[config.mk]
export PLATFORM = sky130hd
export DESIGN_NAME = ps2_mouse_tracker
export DESIGN_NICKNAME = d
export VERILOG_FILES = /design/src/rtl/ps2_mouse_pkg.sv /design/src/rtl/ps2_rx_byte.sv /design/src/rtl/ps2_mouse_tracker.sv
export SDC_FILE = /design/constraint.sdc
export NUM_CORES = 1
export LEC_CHECK = 0
export BUFFER_PORTS_ARGS = -buffer_cell sky130_fd_sc_hd__buf_2
export CAP_MARGIN = 15
export CORE_MARGIN = 5
export CORE_UTILIZATION = 65
export CTS_CLUSTER_DIAMETER = 80
export DETAILED_ROUTE_END_ITERATION = 7
export GPL_TIMING_DRIVEN = 0
export PLACE_DENSITY = 0.93
export SLEW_MARGIN = 20
export SYNTH_ARGS = -nofsm -noshare
export SYNTH_HDL_FRONTEND = slang
export SYNTH_SLANG_ARGS = --single-unit
export TNS_END_PERCENT = 30
[constraint.sdc]
create_clock -name clk -period 4.8 [get_ports clk]
set_clock_uncertainty 0.05 [all_clocks]
set_input_delay 0.48 -clock clk [delete_from_list [all_inputs] [get_ports clk]]
set_output_delay 0.48 -clock clk [all_outputs]
set_load 0.02 [all_outputs]
[src/rtl/ps2_mouse_pkg.sv]
// Shared definitions for the PS/2 mouse tracker: packet states, status-byte
// field positions, default geometry/timeout and small arithmetic helpers.
package ps2_mouse_pkg;

    typedef enum logic [1:0] {
        P_B0 = 2'd0,
        P_B1 = 2'd1,
        P_B2 = 2'd2
    } pkt_state_t;

    localparam int ST_L    = 0;
    localparam int ST_R    = 1;
    localparam int ST_M    = 2;
    localparam int ST_SYNC = 3;
    localparam int ST_XS   = 4;
    localparam int ST_YS   = 5;
    localparam int ST_XO   = 6;
    localparam int ST_YO   = 7;

    localparam int DEF_H_RES          = 640;
    localparam int DEF_V_RES          = 480;
    localparam int DEF_TIMEOUT_CYCLES = 200000;

    // PS/2 uses odd parity over data plus parity bit.
    function automatic logic odd_parity_ok(input logic [7:0] d, input logic p);
        return ^{d, p};
    endfunction

    function automatic logic [15:0] clamp_axis(input logic signed [16:0] v,
                                               input logic [15:0]        res);
        logic signed [16:0] max_v;
        max_v = $signed({1'b0, res - 16'd1});
        if (v < 17'sd0) begin
            return 16'd0;
        end else if (v > max_v) begin
            return res - 16'd1;
        end else begin
            return v[15:0];
        end
    endfunction

endpackage

[src/rtl/ps2_rx_byte.sv]
// PS/2 device-to-host byte receiver: synchronizers, falling-edge sampling,
// 11-bit frame check and idle timeout. Optional clock glitch filter: PS2_CLK_FILTER_EN.
module ps2_rx_byte
    import ps2_mouse_pkg::*;
#(
    parameter int TIMEOUT_CYCLES = DEF_TIMEOUT_CYCLES
) (
    input  logic       i_clk,
    input  logic       i_rst,
    input  logic       i_ps2_clk,
    input  logic       i_ps2_data,
    input  logic       i_busy,
    output logic       o_byte_valid,
    output logic       o_byte_err,
    output logic [7:0] o_byte,
    output logic       o_abort
);

    localparam int CW = $clog2(TIMEOUT_CYCLES + 1);

    logic          r_clk_s1;
    logic          r_clk_s2;
    logic          r_dat_s1;
    logic          r_dat_s2;
    logic          r_clk_prev;
    logic [9:0]    r_shift;
    logic [3:0]    r_bitcnt;
    logic [CW-1:0] r_idle;
    logic          w_clk_use;
    logic          w_fall;
    logic          w_frame_ok;
    logic [10:0]   w_frame;

    // Two-flop synchronizers; the PS/2 lines idle high.
    always_ff @(posedge i_clk) begin
        if (i_rst) begin
            r_clk_s1 <= 1'b1;
            r_clk_s2 <= 1'b1;
            r_dat_s1 <= 1'b1;
            r_dat_s2 <= 1'b1;
        end else begin
            r_clk_s1 <= i_ps2_clk;
            r_clk_s2 <= r_clk_s1;
            r_dat_s1 <= i_ps2_data;
            r_dat_s2 <= r_dat_s1;
        end
    end

`ifdef PS2_CLK_FILTER_EN
    logic [7:0] r_filt_sh;
    logic       r_clk_filt;

    // Filtered clock only moves once eight consecutive samples agree.
    always_ff @(posedge i_clk) begin
        if (i_rst) begin
            r_filt_sh  <= 8'hFF;
            r_clk_filt <= 1'b1;
        end else begin
            r_filt_sh <= {r_filt_sh[6:0], r_clk_s2};
            if (&r_filt_sh) begin
                r_clk_filt <= 1'b1;
            end else if (~|r_filt_sh) begin
                r_clk_filt <= 1'b0;
            end
        end
    end

    assign w_clk_use = r_clk_filt;
`else
    assign w_clk_use = r_clk_s2;
`endif

    // Edge detect and frame assembly; the current data bit completes the frame.
    always_comb begin
        w_fall     = r_clk_prev & ~w_clk_use;
        w_frame    = {r_dat_s2, r_shift};
        w_frame_ok = ~w_frame[0] & w_frame[10] & odd_parity_ok(w_frame[8:1], w_frame[9]);
    end

    // Bit shifter, byte strobes and idle timeout.
    always_ff @(posedge i_clk) begin
        if (i_rst) begin
            r_clk_prev   <= 1'b1;
            r_shift      <= 10'd0;
            r_bitcnt     <= 4'd0;
            r_idle       <= {CW{1'b0}};
            o_byte_valid <= 1'b0;
            o_byte_err   <= 1'b0;
            o_byte       <= 8'd0;
            o_abort      <= 1'b0;
        end else begin
            r_clk_prev   <= w_clk_use;
            o_byte_valid <= 1'b0;
            o_byte_err   <= 1'b0;
            o_abort      <= 1'b0;
            if (w_fall) begin
                r_idle  <= {CW{1'b0}};
                r_shift <= {r_dat_s2, r_shift[9:1]};
                if (r_bitcnt == 4'd10) begin
                    r_bitcnt     <= 4'd0;
                    o_byte       <= w_frame[8:1];
                    o_byte_valid <= w_frame_ok;
                    o_byte_err   <= ~w_frame_ok;
                end else begin
                    r_bitcnt <= r_bitcnt + 4'd1;
                end
            end else if (r_idle == CW'(TIMEOUT_CYCLES)) begin
                // Saturated: abort once if anything is still partial.
                if ((r_bitcnt != 4'd0) || (i_busy && !o_abort)) begin
                    r_bitcnt <= 4'd0;
                    o_abort  <= 1'b1;
                end
            end else begin
                r_idle <= r_idle + CW'(1);
            end
        end
    end

endmodule

[src/rtl/ps2_mouse_tracker.sv]
// PS/2 mouse packet decoder and clamped absolute cursor accumulator.
// Optional ps2_clk glitch filter in the receiver: PS2_CLK_FILTER_EN.
module ps2_mouse_tracker
    import ps2_mouse_pkg::*;
#(
    parameter int H_RES          = DEF_H_RES,
    parameter int V_RES          = DEF_V_RES,
    parameter int TIMEOUT_CYCLES = DEF_TIMEOUT_CYCLES
) (
    input  logic        clk,
    input  logic        rstn,
    input  logic        ps2_clk,
    input  logic        ps2_data,
    output logic [15:0] mouse_position_x,
    output logic [15:0] mouse_position_y,
    output logic [2:0]  mouse_buttons,
    output logic        packet_valid,
    output logic        frame_err
);

    pkt_state_t         r_state;
    logic [2:0]         r_btn_pend;
    logic               r_xs;
    logic               r_ys;
    logic               r_xo;
    logic               r_yo;
    logic [7:0]         r_dx;
    logic [15:0]        r_x;
    logic [15:0]        r_y;
    logic [2:0]         r_buttons;
    logic               r_pv;
    logic               r_fe;

    logic               w_byte_valid;
    logic               w_byte_err;
    logic [7:0]         w_byte;
    logic               w_abort;
    logic               w_busy;
    logic signed [16:0] w_dx;
    logic signed [16:0] w_dy;
    logic signed [16:0] w_nx;
    logic signed [16:0] w_ny;
    logic [15:0]        w_nx_c;
    logic [15:0]        w_ny_c;

    assign w_busy = (r_state != P_B0);

    ps2_rx_byte #(
        .TIMEOUT_CYCLES (TIMEOUT_CYCLES)
    ) u_rx (
        .i_clk        (clk),
        .i_rst        (rstn),
        .i_ps2_clk    (ps2_clk),
        .i_ps2_data   (ps2_data),
        .i_busy       (w_busy),
        .o_byte_valid (w_byte_valid),
        .o_byte_err   (w_byte_err),
        .o_byte       (w_byte),
        .o_abort      (w_abort)
    );

    // Next position: current byte is dy while in P_B2; PS/2 +Y points up.
    always_comb begin
        w_dx   = r_xo ? 17'sd0 : $signed({{8{r_xs}}, r_xs, r_dx});
        w_dy   = r_yo ? 17'sd0 : $signed({{8{r_ys}}, r_ys, w_byte});
        w_nx   = $signed({1'b0, r_x}) + w_dx;
        w_ny   = $signed({1'b0, r_y}) - w_dy;
        w_nx_c = clamp_axis(w_nx, 16'(H_RES));
        w_ny_c = clamp_axis(w_ny, 16'(V_RES));
    end

    // Packet state machine with registered position, buttons and strobes.
    always_ff @(posedge clk) begin
        if (rstn) begin
            r_state    <= P_B0;
            r_btn_pend <= 3'd0;
            r_xs       <= 1'b0;
            r_ys       <= 1'b0;
            r_xo       <= 1'b0;
            r_yo       <= 1'b0;
            r_dx       <= 8'd0;
            r_x        <= 16'(H_RES / 2);
            r_y        <= 16'(V_RES / 2);
            r_buttons  <= 3'd0;
            r_pv       <= 1'b0;
            r_fe       <= 1'b0;
        end else begin
            r_pv <= 1'b0;
            r_fe <= 1'b0;
            if (w_abort) begin
                r_state <= P_B0;
            end else if (w_byte_err) begin
                r_state <= P_B0;
                r_fe    <= 1'b1;
            end else if (w_byte_valid) begin
                case (r_state)
                    P_B0: begin
                        if (w_byte[ST_SYNC]) begin
                            r_btn_pend <= {w_byte[ST_M], w_byte[ST_R], w_byte[ST_L]};
                            r_xs       <= w_byte[ST_XS];
                            r_ys       <= w_byte[ST_YS];
                            r_xo       <= w_byte[ST_XO];
                            r_yo       <= w_byte[ST_YO];
                            r_state    <= P_B1;
                        end else begin
                            r_fe <= 1'b1;
                        end
                    end
                    P_B1: begin
                        r_dx    <= w_byte;
                        r_state <= P_B2;
                    end
                    P_B2: begin
                        r_x       <= w_nx_c;
                        r_y       <= w_ny_c;
                        r_buttons <= r_btn_pend;
                        r_pv      <= 1'b1;
                        r_state   <= P_B0;
                    end
                    default: begin
                        r_state <= P_B0;
                    end
                endcase
            end
        end
    end

    assign mouse_position_x = r_x;
    assign mouse_position_y = r_y;
    assign mouse_buttons    = r_buttons;
    assign packet_valid     = r_pv;
    assign frame_err        = r_fe;

endmodule

==> results.cfg, run 1 <==
[worst_setup_path]
critPathLaunchType = flip-flop
reg2regPathDepth = 12
worstPathCellList = clkbuf_1 > nor2b_1 > ha_1 > fa_1 > nand3b_1 > a21oi_1 > a21oi_1 > a211o_1 > xnor2_1 > a2111oi_2 > a41oi_1 > a221o_1
crit_required_ns = 5.02
cp_data_arrival_time_ns = 4.07
crit-reg2reg-launch = r_yo
max_stage_delay_ns = 0.42
r2r_setup_slack_ns = 0.94
critPathMaxFanout = 10
rr_endpoint = mouse_position_y[3]
crit_start = r_yo
crit_end = mouse_position_y[3]
cpMostUsedCell = a21oi_1
path_class = flip-flop to flip-flop
cp-end-kind = flip-flop
critPathSlowestCell = a21oi_1

[route]
viasPerCell = 6.16
vias = 5189
drt_first_pass_iters = 5
finalWirelength_um = 13500
drt-initial-drc-count = 353
drc = 0
wire_per_inst_um = 16.0
detail-route-antenna-nets = 0

[finish]
fin_util = 0.726
multi_input_area_um2 = 3520
drive_gt1_frac = 0.112
seqCellArea_um2 = 2040
antenna_cells = 0
syn2layout_area_growth_pct = 9.50
instances_no_fill = 843
final_nets = 767
final_cell_area_um2 = 6300
fillers = 639

[floorplan]
num_rows = 34
die_width_um = 104
placeableCoreArea_um2 = 8680
initial_core_util = 0.663
dieArea_um2 = 10800
chipHeight_um = 104
io_pins = 41

[power_and_ir_drop]
pwr_density_cell_nw_per_um2 = 233
ir_drop_mv = 0.197
p_total_mw = 1.47
leakage_nw = 2.57

[run]
max_cap_violations = 0

[clock_tree]
clock_path_buffers = 2
cts.sink_count = 102
insertion_delay_ns = 0.38
cts_tree = done
cts_hold_buf = 0
post-cts-setup-buffers = 0
cts_made_buffers = 9
clk_pin_slew_ns = 0.11
htree_levels = 3
postCtsResizedCells = 0
cts_root_buffer = clkbuf_8

[synth]
ys_types = 78
yosys-top-cells-count = 102 x dfxtp_1, 82 x nor2_1, 56 x nand2_1, 44 x a21oi_1, 31 x ha_1
synthArstFlopShare = 0
synth_area_leaders = dfxtp_1 35%, ha_1 6.7%, nor2_1 5.3%
ys_ff_latch = 102
ys_warn_count = 0
ys.flop_type = dfxtp_1
synth.yosys.seq_area_share = 0.355
synth_fp_nets = 716
synth_top_cell_by_area = dfxtp_1
synth.cell_area_um2 = 5760
synth_cells = 679
synthMostInstantiatedCell = dfxtp_1
syn_avg_cell_area_um2 = 8.48
yosysTopAreaCellShare = 0.355
synth_edf_count = 0

[sta]
fin_hold_ws_ns = 0.230
max-slew-margin-rel = 0.449
period_needed_ns = 3.86
rsz0062_at_grt = false
timing.final.crit_share = 0.803
setup_tns_ns = 0
final_max_slew_viol_count = 0
fin_ws_ns = 0.944
fmax_ghz = 0.259
finalSetupViolCount = 0
tightest_slew_ns = 0.823
hold_viol_final = 0

[grt]
grtUsageTotal = 0.249
grt_max_degree = 20
grt_pass1_wl_um = 23200
overflow = 0
grt_pass1_vias = 4926
antenna_found_initial = 0

[place]
place_area_um2 = 6090
dp.cells = 827
gp_congestion = 0.903
dp_slack_ns = 1.06
hpwlAfterDp_um = 10000
portBuffers = 40

[run_status]
status = finished clean

[min_path]
hp-class = input pin to flip-flop
holdPathStages = 2
[area by class of cell]
class	count	area share
clock inverters	7	0.0139
clock buffers	9	0.0197
repair buffers	40	0.0318
flip-flops and latches	102	0.324
multi-input cells	531	0.559
inverters	23	0.0137
plain buffers	23	0.0171
well taps	108	0.0214
[report_power, final]
| part | switching, mW | internal (mW) | total (mW) |
|---|---|---|---|
| logic | 0.0265 | 0.0120 | 0.0384 |
| registers | 0.00462 | 0.851 | 0.855 |
| clock network | 0.321 | 0.253 | 0.574 |
[worst min-delay path by stage]
stage / slack (ns) / start / to
after floorplan: 0.34 / u_rx.r_clk_s1 / u_rx.r_clk_s2
after global placement: 0.35 / u_rx.r_clk_s1 / u_rx.r_clk_s2
after detailed placement: 0.35 / u_rx.r_clk_s1 / u_rx.r_clk_s2
after CTS: 0.23 / ps2_clk / u_rx.r_clk_s1
after global routing: 0.23 / ps2_clk / u_rx.r_clk_s1
final: 0.23 / ps2_clk / u_rx.r_clk_s1
[registers in the layout (all words and copies together) (netlist names), 2 cells and up]
signal            count
mouse_position_x     16
r_dx                  8
u_rx.r_shift         10
mouse_position_y     16
r_state               2
u_rx.r_idle          18
mouse_buttons         3
u_rx.r_bitcnt         4
u_rx.o_byte           8
r_btn_pend            3
[worst max-delay path, delay by kind of cell, from the launching register on]
kind | cells | cell delay [ns]
xor gates and xnor gates | 1 | 0.14
DFF | 1 | 0.32
and+or+nand+nor | 2 | 0.32
adders and majority gates | 2 | 0.63
AOI/OAI and AO/OA | 6 | 2.02
buffers and inverters | 1 | 0.25
[layer usage]
layer / share of wire / global-route usage / routed length [um]
met5: 0 / 0 / 0
met4: 0.029 / 0.103 / 385
met3: 0.058 / 0.0459 / 780
met2: 0.48 / 0.412 / 6540
met1: 0.43 / 0.319 / 5790
[kinds of logic after synthesis]
group                      Yosys count  synth area share
and+or+nand+nor                    272             0.241
AOI/OAI and AO/OA                  159             0.187
DFF                                102             0.355
buffers and inverters               46            0.0337
xor gates and xnor gates            40            0.0609
adders and majority gates           33            0.0743
muxes                               27            0.0480
[placed cells by master (no fill, tap or decap), types with 4 or more instances in the layout]
| cell | synthesis | layout |
|---|---|---|
| o21ai_1 | 4 | 4 |
| nand3b_1 | 5 | 5 |
| a31oi_1 | 10 | 10 |
| and3_1 | 5 | 5 |
| nand2b_1 | 21 | 21 |
| o21a_1 | 5 | 5 |
| mux2i_1 | 25 | 25 |
| nor2b_1 | 14 | 14 |
| o21ai_0 | 25 | 25 |
| xor2_1 | 16 | 16 |
| a21o_1 | 7 | 7 |
| and2_1 | 14 | 14 |
| dfxtp_1 | 102 | 102 |
| o211ai_1 | 8 | 8 |
| clkbuf_8 | 0 | 9 |
| clkbuf_1 | 18 | 18 |
| a21oi_1 | 44 | 44 |
| nand4_1 | 7 | 7 |
| nand3_1 | 18 | 18 |
| nor3_1 | 16 | 16 |
| a211o_1 | 8 | 8 |
| xnor2_1 | 24 | 24 |
| inv_1 | 22 | 22 |
| ha_1 | 31 | 31 |
| a221o_1 | 5 | 5 |
| nor2_1 | 82 | 82 |
| buf_2 | 2 | 42 |
| or2_2 | 6 | 6 |
| a22oi_1 | 6 | 6 |
| or3_1 | 5 | 5 |
| nand2_1 | 56 | 56 |
Note: power is estimated with default switching activity, not from simulation.
==> inputs of run 2 (changes only) <==
--- a/config.mk
+++ b/config.mk
@@ -8,11 +8,11 @@
 export BUFFER_PORTS_ARGS = -buffer_cell sky130_fd_sc_hd__buf_2
 export CAP_MARGIN = 15
 export CORE_MARGIN = 5
-export CORE_UTILIZATION = 65
+export CORE_UTILIZATION = 61
 export CTS_CLUSTER_DIAMETER = 80
 export DETAILED_ROUTE_END_ITERATION = 7
 export GPL_TIMING_DRIVEN = 0
-export PLACE_DENSITY = 0.93
+export PLACE_DENSITY = 0.88
 export SLEW_MARGIN = 20
 export SYNTH_ARGS = -nofsm -noshare
 export SYNTH_HDL_FRONTEND = slang
==> constraint.sdc (replaced) <==
create_clock -name clk -period 3.7 [get_ports clk]
set_clock_uncertainty 0.05 [all_clocks]
set_input_delay 0.37 -clock clk [delete_from_list [all_inputs] [get_ports clk]]
set_output_delay 0.37 -clock clk [all_outputs]
set_load 0.02 [all_outputs]
==> run 2 against run 1 <==
Against the previous run: highest routed layer unchanged; design area increased by 0.34%; fmax increased by 11%; die area increased by 5.9%; first-iteration DRC count decreased by 20%; count of clock-buffer cells in the layout unchanged; worst setup slack got worse by 0.71 ns; via count decreased by 1.4%; register-to-register slack got worse by 0.71 ns; non-clock buffer count unchanged; global-route usage decreased by 1.2 points; sequential cell count unchanged.
==> results.cfg, run 2 (synthesis gave the netlist of run 1 again) <==
[worst_setup_path]
critPathMaxFanout = 10
critPathLaunchType = flip-flop
cp_data_arrival_time_ns = 3.67
crit-reg2reg-launch = r_yo
r2r_setup_slack_ns = 0.23
crit_required_ns = 3.91
path_class = flip-flop to flip-flop
rr_endpoint = mouse_position_y[2]
crit_start = r_yo
crit_end = mouse_position_y[2]
cp-end-kind = flip-flop
reg2regPathDepth = 11

[power_and_ir_drop]
p_int_mw = 1.38
clkPwrFrac = 0.371
leakage_nw = 2.56
seqPwrFrac = 0.602
swShare = 0.250
pwr-share-comb = 0.027
pwr_density_cell_nw_per_um2 = 291
ir_drop_mv = 0.255
power.switching_mw = 0.460
p_total_mw = 1.84

[sta]
rsz0062_at_grt = false
final_max_slew_viol_count = 0
max-slew-margin-rel = 0.449
fmax_ghz = 0.288
tightest_slew_ns = 0.822
period_needed_ns = 3.47
timing.final.crit_share = 0.937
hold_viol_final = 0
setup_tns_ns = 0
fin_ws_ns = 0.233
finalSetupViolCount = 0

[run_status]
status = finished clean

[place]
place_area_um2 = 6120
hpwlAfterDp_um = 10100
dp_slack_ns = 0.0106
portBuffers = 40
gp_congestion = 0.917

[finish]
final_cell_area_um2 = 6320
final_common_cell = dfxtp_1
fillers = 746
syn2layout_area_growth_pct = 9.87
drive_gt1_frac = 0.117
final_nets = 767
antenna_cells = 0
regMostFlops = u_rx.r_idle
layout_common_cells = 102 x dfxtp_1, 82 x nor2_1, 56 x nand2_1
largest_reg_flops = 18

[route]
viasPerCell = 5.92
wire_per_inst_um = 15.5
drt_first_pass_iters = 5
drc = 0
detail-route-antenna-nets = 0
vias = 5115
drt-initial-drc-count = 283
finalWirelength_um = 13400

[clock_tree]
cts_tree = done
htree_levels = 3
clk_pin_slew_ns = 0.10
cts.sink_count = 102
clock_path_buffers = 2
cts_root_buffer = clkbuf_8
cts_hold_buf = 0
insertion_delay_ns = 0.37
cts_made_buffers = 9

[floorplan]
chipHeight_um = 107
io_pins = 41
placeableCoreArea_um2 = 9240
die_width_um = 107
initial_core_util = 0.623
dieArea_um2 = 11500
num_rows = 35

[grt]
grt_pass1_vias = 4816
overflow = 0
antenna_found_initial = 0
grtUsageTotal = 0.237
grt_max_degree = 20
grt_pass1_wl_um = 22600

[run]
max_cap_violations = 0

[min_path]
holdPathStages = 2
hp-class = input pin to flip-flop
## run 2: cell types whose count changed in the layout (fill, tap and decap cells not counted), sizes merged
cell and change:
buf +1, inv +1, clkbuf -1, bufinv -1
## run 2: how the worst min path moves through the flow
stage                       start       endpoint  slack (ns)
finish                    ps2_clk  u_rx.r_clk_s1        0.13
detailed placement  u_rx.r_dat_s1  u_rx.r_dat_s2        0.35
global route              ps2_clk  u_rx.r_clk_s1        0.13
CTS                       ps2_clk  u_rx.r_clk_s1        0.12
global placement    u_rx.r_clk_s1  u_rx.r_clk_s2        0.34
floorplan           u_rx.r_clk_s1  u_rx.r_clk_s2        0.34
## run 2: repair_timing
item	CTS	global route
setup endpoints to repair	3	14
resized for setup	2	1
endpoints found under the hold margin	0	0
pin swaps	0	1
buffers inserted	0	1
## run 2: power by group through the flow
stage          clock (mW)  sequential (mW)  combinational (mW)
2_1_floorplan           0             1.13              0.0350
3_3_place_gp            0             1.13              0.0466
3_5_place_dp            0             1.13              0.0488
4_1_cts             0.694             1.11              0.0490
5_1_grt             0.750             1.11              0.0551
6_report            0.684             1.11              0.0488
## run 2: per-stage QoR
stage	hold slack, ns	instances	util
2_1_floorplan	0.339	679	-
3_3_place_gp	0.343	848	0.662
3_5_place_dp	0.348	848	0.662
4_1_cts	0.122	864	0.683
5_1_grt	0.129	864	0.684
6_report	0.128	864	0.684
## run 2: critical path: stages, from the launching register on
cell and delay, ns:
dfxtp_1 0.48, nor2b_1 0.09, ha_1 0.22, fa_1 0.40, nand3b_1 0.24, a21oi_2 0.30
a21oi_1 0.12, a211o_1 0.28, xnor2_1 0.14, a2111oi_2 0.43, a41oi_2 0.28, a221o_1 0.32
## run 2: per-layer routing
layer	routed length, um	part of all wire	vias to the layer above	track usage
li1	-	-	2524	-
met1	5860	0.44	2408	0.298
met2	6630	0.49	161	0.415
met3	712	0.053	22	0.0409
met4	196	0.015	0	0.0658
met5	0	0	-	0
## run 2: area by class of cell
cell class	instances	area, um2	share of cell area
Multi-Input combinational cell	531	3530	0.559
Buffer	22	104	0.0164
Tap cell	129	161	0.0255
Timing Repair Buffer	41	208	0.0328
Sequential cell	102	2040	0.323
Clock inverter	7	65.1	0.0103
Inverter	23	86.3	0.0136
Clock buffer	9	124	0.0196
==> inputs of run 3 (changes only) <==
--- a/config.mk
+++ b/config.mk
@@ -13,6 +13,7 @@
 export DETAILED_ROUTE_END_ITERATION = 7
 export GPL_TIMING_DRIVEN = 0
 export PLACE_DENSITY = 0.88
+export RECOVER_POWER = 100
 export SLEW_MARGIN = 20
 export SYNTH_ARGS = -nofsm -noshare
 export SYNTH_HDL_FRONTEND = slang
==> run 3 against run 2 <==
Against the previous run: combinational power about the same; wire length up 0.78%; sequential power is essentially flat; worst hold slack improved by 0.00088 ns; worst setup slack got worse by 0.018 ns; sequential share of layout area increased by 0.28 points; power hardly changed; global-route usage unchanged.
==> results.cfg, run 3 (synthesis gave the netlist of run 1 again) <==
[route]
drt-initial-drc-count = 289
top_layer = met4
finalWirelength_um = 13500
wl_met1_um = 6120
wl_met3_um = 521
drc = 0
vias = 5083
wl_met2_um = 6680
viasPerCell = 5.88
detail-route-antenna-nets = 0
wire_per_inst_um = 15.6
drt_first_pass_iters = 5

[finish]
syn2layout_area_growth_pct = 8.91
antenna_cells = 0
largest_reg_flops = 18
drive_gt1_frac = 0.0639
layout_common_cells = 102 x dfxtp_1, 82 x nor2_1, 56 x nand2_1
final_common_cell = dfxtp_1
instances_no_fill = 864
final_nets = 767
regMostFlops = u_rx.r_idle

[worst_setup_path]
crit_required_ns = 3.91
critPathMaxFanout = 10
crit_family = compound AO/OA/AOI/OAI gates
cp_data_arrival_time_ns = 3.70
cpMostUsedCell = a211o_1
path_buf_inv = 0
worstPathCellList = nor2b_1 > ha_1 > fa_1 > nand3b_1 > a21oi_2 > a21oi_1 > a211o_1 > xnor2_1 > a2111oi_2 > a41oi_2 > a211o_1
max_stage_delay_ns = 0.48
critPathLaunchType = flip-flop
cp-end-kind = flip-flop
critPathSlowestCell = dfxtp_1
path_class = flip-flop to flip-flop

[run_status]
status = finished clean

[floorplan]
placeableCoreArea_um2 = 9240
die_width_um = 107
num_rows = 35
io_pins = 41
chipHeight_um = 107
initial_core_util = 0.623
dieArea_um2 = 11500

[clock_tree]
cts_hold_buf = 0
clk_pin_slew_ns = 0.10
cts_made_buffers = 9
cts.sink_count = 102
insertion_delay_ns = 0.37
cts_tree = done
htree_levels = 3
cts_root_buffer = clkbuf_8
clock_path_buffers = 2

[place]
dp.cells = 848
portBuffers = 40
dp_slack_ns = 0.0106
hpwlAfterDp_um = 10100
gp_congestion = 0.917

[grt]
antenna_found_initial = 0
grt_pass1_vias = 4816
grt_max_degree = 20
overflow = 0
grtUsageTotal = 0.237
grt_pass1_wl_um = 22600

[sta]
fin_ws_ns = 0.216
fmax_ghz = 0.287
setup_tns_ns = 0
max-slew-margin-rel = 0.0626
hold_viol_final = 0
timing.final.crit_share = 0.942
tightest_slew_ns = 1.40
rsz0062_at_grt = false
period_needed_ns = 3.48
final_max_slew_viol_count = 0
finalSetupViolCount = 0

[power_and_ir_drop]
ir_drop_mv = 0.256
leakage_nw = 2.40
clkPwrFrac = 0.372
p_int_mw = 1.38
power.switching_mw = 0.462
pwr-share-comb = 0.026
seqPwrFrac = 0.602
swShare = 0.250
pwr_density_cell_nw_per_um2 = 294

[min_path]
hp-class = input pin to flip-flop

[run]
max_cap_violations = 0
run 3: power by group through the flow:
stage	logic, mW	registers [mW]	clock network [mW]
after global routing	0.0550	1.11	0.750
final	0.0488	1.11	0.685
after global placement	0.0466	1.13	0
after floorplan	0.0350	1.13	0
after CTS	0.0490	1.11	0.694
after detailed placement	0.0488	1.13	0
run 3: cell type report:
| class | count | area, um2 |
|---|---|---|
| Inverter | 23 | 86.3 |
| Buffer | 22 | 104 |
| Tap cell | 129 | 161 |
| Sequential cell | 102 | 2040 |
| Timing Repair Buffer | 41 | 158 |
| Clock inverter | 7 | 65.1 |
| Clock buffer | 9 | 124 |
| Fill cell | 762 | 2970 |
| Multi-Input combinational cell | 531 | 3530 |
run 3: path summary, 6_finish.rpt:
check | start | end | slack (ns) | cells after the start
worst max-delay path | r_yo | mouse_position_y[0] | 0.22 | 11
worst min-delay path | ps2_clk | u_rx.r_clk_s1 | 0.13 | 2
worst max register to register | r_yo | mouse_position_y[0] | 0.22 | 11
worst min register to register | u_rx.r_dat_s1 | u_rx.r_dat_s2 | 0.37 | 1
run 3: metal layers:
metal / vias to the layer above / global-route usage
met1: 2423 / 0.298
li1: 2528 / -
met3: 17 / 0.0409
met5: - / 0
met2: 115 / 0.415
met4: 0 / 0.0658
run 3: what timing repair did:
item | 4_1_cts | 5_1_grt
cloned | 0 | 0
resized for setup | 2 | 1
pin swaps | 0 | 1
setup buffers | 0 | 1
setup endpoints to repair | 3 | 14
run 3: metrics by stage:
step	power (mW)	utilization	area, um2	hold WS (ns)
finish	1.84	0.679	6270	0.129
CTS	1.85	0.683	6310	0.122
global placement	1.18	0.662	6120	0.343
floorplan	1.17	-	5760	0.339
detailed placement	1.18	0.662	6120	0.348
global route	1.92	0.679	6270	0.129
